==> src/rtl/serial_addsub_unit_pkg.sv <==
// Shared types and helpers for the digit-serial add/subtract unit.
//   state_e   : controller states (IDLE, CALC, HOLD)
//   MODE_*    : encoding of the M input
//   cnt_width : width of the digit counter for a given WIDTH/DIGIT pair
package serial_addsub_pkg;

  typedef enum logic [1:0] {
    IDLE = 2'd0,
    CALC = 2'd1,
    HOLD = 2'd2
  } state_e;

  localparam logic MODE_ADD = 1'b0;
  localparam logic MODE_SUB = 1'b1;

  // Digit counter width, never narrower than one bit.
  function automatic int unsigned cnt_width(input int unsigned width,
                                            input int unsigned digit);
    int unsigned w;
    w = $clog2(width / digit);
    return (w < 1) ? 1 : w;
  endfunction

endpackage

==> src/rtl/serial_addsub_unit_addsub_digit.sv <==
// DIGIT-bit ripple-carry adder slice used once per clock by the serial unit.
//   a, b      : digit operands (b already inverted for subtraction)
//   cin       : carry into bit 0
//   s         : digit sum
//   cout      : carry out of the top bit
//   c_msb_in  : carry into the top bit (overflow detection on the last digit)
module addsub_digit #(
  parameter int unsigned DIGIT = 2
) (
  input  logic [DIGIT-1:0] a,
  input  logic [DIGIT-1:0] b,
  input  logic             cin,
  output logic [DIGIT-1:0] s,
  output logic             cout,
  output logic             c_msb_in
);

  always_comb begin
    logic [DIGIT:0] c;
    c    = '0;
    s    = '0;
    c[0] = cin;
    for (int unsigned i = 0; i < DIGIT; i++) begin
      s[i]   = a[i] ^ b[i] ^ c[i];
      c[i+1] = (a[i] & b[i]) | (c[i] & (a[i] ^ b[i]));
    end
    cout     = c[DIGIT];
    c_msb_in = c[DIGIT-1];
  end

endmodule

==> src/rtl/serial_addsub_unit.sv <==
// Digit-serial WIDTH-bit two's-complement adder/subtractor, DIGIT bits/clock.
//   clk, rst            : rising-edge clock, synchronous active-high reset
//   in_valid/in_ready   : operand handshake (A, B, M sampled on accept)
//   A, B, M             : operands, M=0 add, M=1 subtract
//   out_valid/out_ready : result handshake, result held until accepted
//   S, Cout, V, Z, N    : result, carry out (1 = no borrow when subtracting),
//                         signed overflow, zero, negative
module serial_addsub_unit
  import serial_addsub_pkg::*;
#(
  parameter int unsigned WIDTH = 8,
  parameter int unsigned DIGIT = 2
) (
  input  logic             clk,
  input  logic             rst,
  input  logic             in_valid,
  output logic             in_ready,
  input  logic [WIDTH-1:0] A,
  input  logic [WIDTH-1:0] B,
  input  logic             M,
  output logic             out_valid,
  input  logic             out_ready,
  output logic [WIDTH-1:0] S,
  output logic             Cout,
  output logic             V,
  output logic             Z,
  output logic             N
);

  if (WIDTH < 2 || DIGIT < 1 || (WIDTH % DIGIT) != 0) begin : g_param_check
    $error("serial_addsub_unit: WIDTH must be >= 2 and a multiple of DIGIT");
  end

  localparam int unsigned NDIG = WIDTH / DIGIT;
  localparam int unsigned CW   = cnt_width(WIDTH, DIGIT);
  localparam logic [CW-1:0] LAST_DIG = CW'(NDIG - 1);

  state_e            state_q, state_d;
  logic [WIDTH-1:0]  a_q, a_d;
  logic [WIDTH-1:0]  b_q, b_d;
  logic [WIDTH-1:0]  acc_q, acc_d;
  logic              carry_q, carry_d;
  logic [CW-1:0]     cnt_q, cnt_d;
  logic [WIDTH-1:0]  s_q, s_d;
  logic              cout_q, cout_d;
  logic              v_q, v_d;
  logic              z_q, z_d;
  logic              n_q, n_d;

  logic [DIGIT-1:0]  dig_s;
  logic              dig_cout;
  logic              dig_c_msb_in;
  logic [WIDTH-1:0]  acc_shift;

  addsub_digit #(.DIGIT(DIGIT)) u_digit (
    .a        (a_q[DIGIT-1:0]),
    .b        (b_q[DIGIT-1:0]),
    .cin      (carry_q),
    .s        (dig_s),
    .cout     (dig_cout),
    .c_msb_in (dig_c_msb_in)
  );

  // New digit enters at the MSB end; after NDIG shifts the LSB digit has
  // reached bit 0. Written with shifts so DIGIT == WIDTH needs no special case.
  assign acc_shift = (acc_q >> DIGIT) | (WIDTH'(dig_s) << (WIDTH - DIGIT));

  always_comb begin
    state_d = state_q;
    a_d     = a_q;
    b_d     = b_q;
    acc_d   = acc_q;
    carry_d = carry_q;
    cnt_d   = cnt_q;
    s_d     = s_q;
    cout_d  = cout_q;
    v_d     = v_q;
    z_d     = z_q;
    n_d     = n_q;

    case (state_q)
      IDLE: begin
        if (in_valid) begin
          a_d     = A;
          b_d     = (M == MODE_SUB) ? ~B : B;
          carry_d = (M == MODE_SUB);
          cnt_d   = '0;
          state_d = CALC;
        end
      end
      CALC: begin
        a_d     = a_q >> DIGIT;
        b_d     = b_q >> DIGIT;
        acc_d   = acc_shift;
        carry_d = dig_cout;
        cnt_d   = (cnt_q == LAST_DIG) ? '0 : cnt_q + 1'b1;
        if (cnt_q == LAST_DIG) begin
          state_d = HOLD;
          s_d     = acc_shift;
          cout_d  = dig_cout;
          v_d     = dig_cout ^ dig_c_msb_in;
          z_d     = (acc_shift == '0);
          n_d     = acc_shift[WIDTH-1];
        end
      end
      HOLD: begin
        if (out_ready) state_d = IDLE;
      end
      default: state_d = IDLE;
    endcase
  end

  always_ff @(posedge clk) begin
    if (rst) begin
      state_q <= IDLE;
      a_q     <= '0;
      b_q     <= '0;
      acc_q   <= '0;
      carry_q <= 1'b0;
      cnt_q   <= '0;
      s_q     <= '0;
      cout_q  <= 1'b0;
      v_q     <= 1'b0;
      z_q     <= 1'b0;
      n_q     <= 1'b0;
    end else begin
      state_q <= state_d;
      a_q     <= a_d;
      b_q     <= b_d;
      acc_q   <= acc_d;
      carry_q <= carry_d;
      cnt_q   <= cnt_d;
      s_q     <= s_d;
      cout_q  <= cout_d;
      v_q     <= v_d;
      z_q     <= z_d;
      n_q     <= n_d;
    end
  end

  assign in_ready  = (state_q == IDLE);
  assign out_valid = (state_q == HOLD);
  assign S         = s_q;
  assign Cout      = cout_q;
  assign V         = v_q;
  assign Z         = z_q;
  assign N         = n_q;

endmodule

==> config.mk <==
export PLATFORM = sky130hd
export DESIGN_NAME = serial_addsub_unit
export DESIGN_NICKNAME = d
export VERILOG_FILES = /design/src/rtl/serial_addsub_unit_pkg.sv /design/src/rtl/serial_addsub_unit_addsub_digit.sv /design/src/rtl/serial_addsub_unit.sv
export SDC_FILE = /design/constraint.sdc
export NUM_CORES = 1
export LEC_CHECK = 0
export ABC_AREA = 1
export CAP_MARGIN = 20
export CORE_MARGIN = 5
export CORE_UTILIZATION = 32
export DETAILED_ROUTE_END_ITERATION = 12
export GPL_TIMING_DRIVEN = 0
export PLACE_DENSITY_LB_ADDON = 0.15
export SLEW_MARGIN = 20
export SYNTH_ARGS = -nofsm -noshare
export SYNTH_HDL_FRONTEND = slang
export SYNTH_SLANG_ARGS = --single-unit
==> constraint.sdc <==
create_clock -name clk -period 2.6 [get_ports clk]
set_clock_uncertainty 0.1 [all_clocks]
set_input_delay 0.26 -clock clk [delete_from_list [all_inputs] [get_ports clk]]
set_output_delay 0.26 -clock clk [all_outputs]
set_load 0.01 [all_outputs]
==> run metrics <==
leakage=1.055 nW; run status=finished, final reports clean; Row Count=27; WP data required=2240 ps; worst vdd ir=162.7 uV; Clk pwr share=0.316; die area=7151 um^2; TritonCTS clock tree=done; CTS Sinks=38; diodes inserted=0; WL per Instance=11.14 um; Setup crit end kind=primary output; CTS Hold Buffers Added=0; layout cells sized above 1=0.05686; hold_sp=M; Final Cell Area=2266 um^2; #FFs+latches synth=38; die height=84.57 um; post-synth net total=284; sequential fraction of design power=0.522; synth top area cells=dfxtp_1 43%, nand2_1 15%, nor2_1 12%, inv_1 6.1%, nand3_1 4.8%; Hold Crit Depth=4; Logic pwr share=0.162; reg2reg start=b_q[0]; first-pass GRT wire length=7.293 mm; antenna viol nets, final=0; Synth Area in Adders=0.02954; total number of vias=1,644; Initial Utilization=0.3271; Sw Share=0.2695; setup TNS=0 ps; Netlist cell types=20; initial antenna violation count=0; Compound-Gate Fraction of Synth Area=0.08931; main combinational cell family by area after synthesis=simple AND/OR/NAND/NOR gates; GRT Util Overall=0.1254; Slew Limit Fails=0; I/O Buffers=32; Slew HR=0.6643; initial DRC count=40; clock root buffer master=clkbuf_8; core area=5439 um^2; Resize count post-CTS=0; setup bufs post-CTS=0; RSZ-0062 raised after global routing=false; Hold EP=b_q[7]; Max-Cap Viols=0; most common cell after layout, fill and taps aside=nand2_1; H-Tree Depth=2; vias in the first global route=1,601; Synth top area share=0.4276; YS warnings=0; Finished Layout Cells=371; element type at the critical path start=flip-flop; post-placement cell count=364; DR pass1 iterations=5; Placed Area=2190 um^2; xor and xnor area share after synthesis=0.01477; total wire length=4.133 mm; Setup violations, final=0; Peak Freq=490.9 MHz; simple-gate portion of the synthesized area=0.3298; Clock Latency Late Sink=290 ps; P_sw=325.7 uW; synthesized area=1779 um^2; mux cell area share after synthesis=0; io pins=35; Period minus WS final=2037 ps; Int Pwr=882.9 uW; PD cells=533.4 nW/um^2; Post-Syn Instances=260; Least-Margin Pin Slew=503.5 ps; Max FO, Critical Path=9; worst reg2reg setup slack=610 ps; chip width=84.57 um; Syn Area/Cell=6.843 um^2; DP Wirelength=3.121 mm; gpl congestion=0.7494; Hold Fails Final Rpt=0; Worst-path clk slew=70 ps; worst-case reg-to-reg path depth=7; sequential area share after synthesis=0.4276; crit path DAT=1680 ps; worst-case clock buffer depth=2; Worst Hold Class=in2reg; reg2reg end=Z; final net count=323; largest net degree at the start of global routing=11; Fillers=621; average vias per placed instance=4.431; Num CTS Buffers=5; synth-to-layout area growth=27.36%; most frequent cells in the layout=71 x nand2_1, 55 x nor2_1, 38 x dfxtp_1; Final Cycle Share=0.7835; Crit Path Class=reg2out; area leader, netlist=dfxtp_1; drt drc=0; GRT overflow=0
==> worst max path at each step <==
stage	from	endpoint	depth (start not counted)
after global routing	b_q[0]	Z	7
after CTS	state_q[1]	in_ready	2
final	state_q[1]	in_ready	2
after floorplan	a_q[0]	Z	7
after global placement	b_q[0]	Z	7
after detailed placement	b_q[0]	Z	7
==> through the flow <==
stage / total power, mW / setup slack, ps / util / hold WS [ps]
after CTS: 1.224 / 541.2 / 0.4166 / 193.2
after global placement: 0.8418 / 618.0 / 0.4026 / 355.2
after floorplan: 0.7700 / 805.3 / - / 238.5
final: 1.209 / 563.0 / 0.4166 / 195.5
after detailed placement: 0.8439 / 577.8 / 0.4026 / 355.1
after global routing: 1.274 / 462.1 / 0.4166 / 222.1
==> power groups by stage <==
stage / Clock [mW] / Combinational (mW) / Sequential (mW)
5_1_grt: 0.410 / 0.230 / 0.634
3_5_place_dp: 0 / 0.200 / 0.644
4_1_cts: 0.393 / 0.200 / 0.631
6_report: 0.382 / 0.196 / 0.630
3_3_place_gp: 0 / 0.198 / 0.644
2_1_floorplan: 0 / 0.130 / 0.640
==> worst max-delay path: stages (launching register included) <==
cell	delay, ps
dfxtp_1	360
nor2_2	410
clkdlybuf4s50_1	630
==> registers in the layout, indices dropped and copies added, names as in the netlist <==
signal	flops
a_q	8
V	1
b_q	8
acc_q	6
Cout	1
S	8
state_q	2
Z	1
carry_q	1
cnt_q	2
==> Yosys cell counts <==
cell,instances
a21oi_1,14
nand2_4,1
a211oi_1,2
nor2_2,1
buf_4,5
buf_6,2
nor2_4,1
nor2_1,55
ha_1,1
o21ai_0,13
dfxtp_1,38
clkbuf_1,2
nand2_1,71
buf_2,1
o21ai_2,1
fa_1,2
dlymetal6s2s_1,1
xor2_1,3
nand3_1,17
inv_1,29
==> cells by family after synthesis <==
group                      count (synthesis)
AOI/OAI and AO/OA                         30
buffers and inverters                     40
xor gates and xnor gates                   3
DFF                                       38
adders and majority gates                  3
and+or+nand+nor                          146
==> layout make-up <==
class	count	area [um^2]	area share
Buffer	11	85.08	0.03755
Clock buffer	7	76.32	0.03368
Inverter	29	108.9	0.04804
Multi-Input combinational cell	182	824.5	0.3639
Sequential cell	38	760.7	0.3357
Tap cell	72	90.09	0.03976
Timing Repair Buffer	32	320.3	0.1414
==> per-layer routing <==
metal	track usage	up-vias	share of wire
met3	0.03337	5	0.054
met1	0.1539	734	0.48
met4	0.04317	0	0.015
li1	-	870	-
met2	0.2114	35	0.45
met5	0	-	0
No activity file was read; power rests on OpenSTA's default activity.
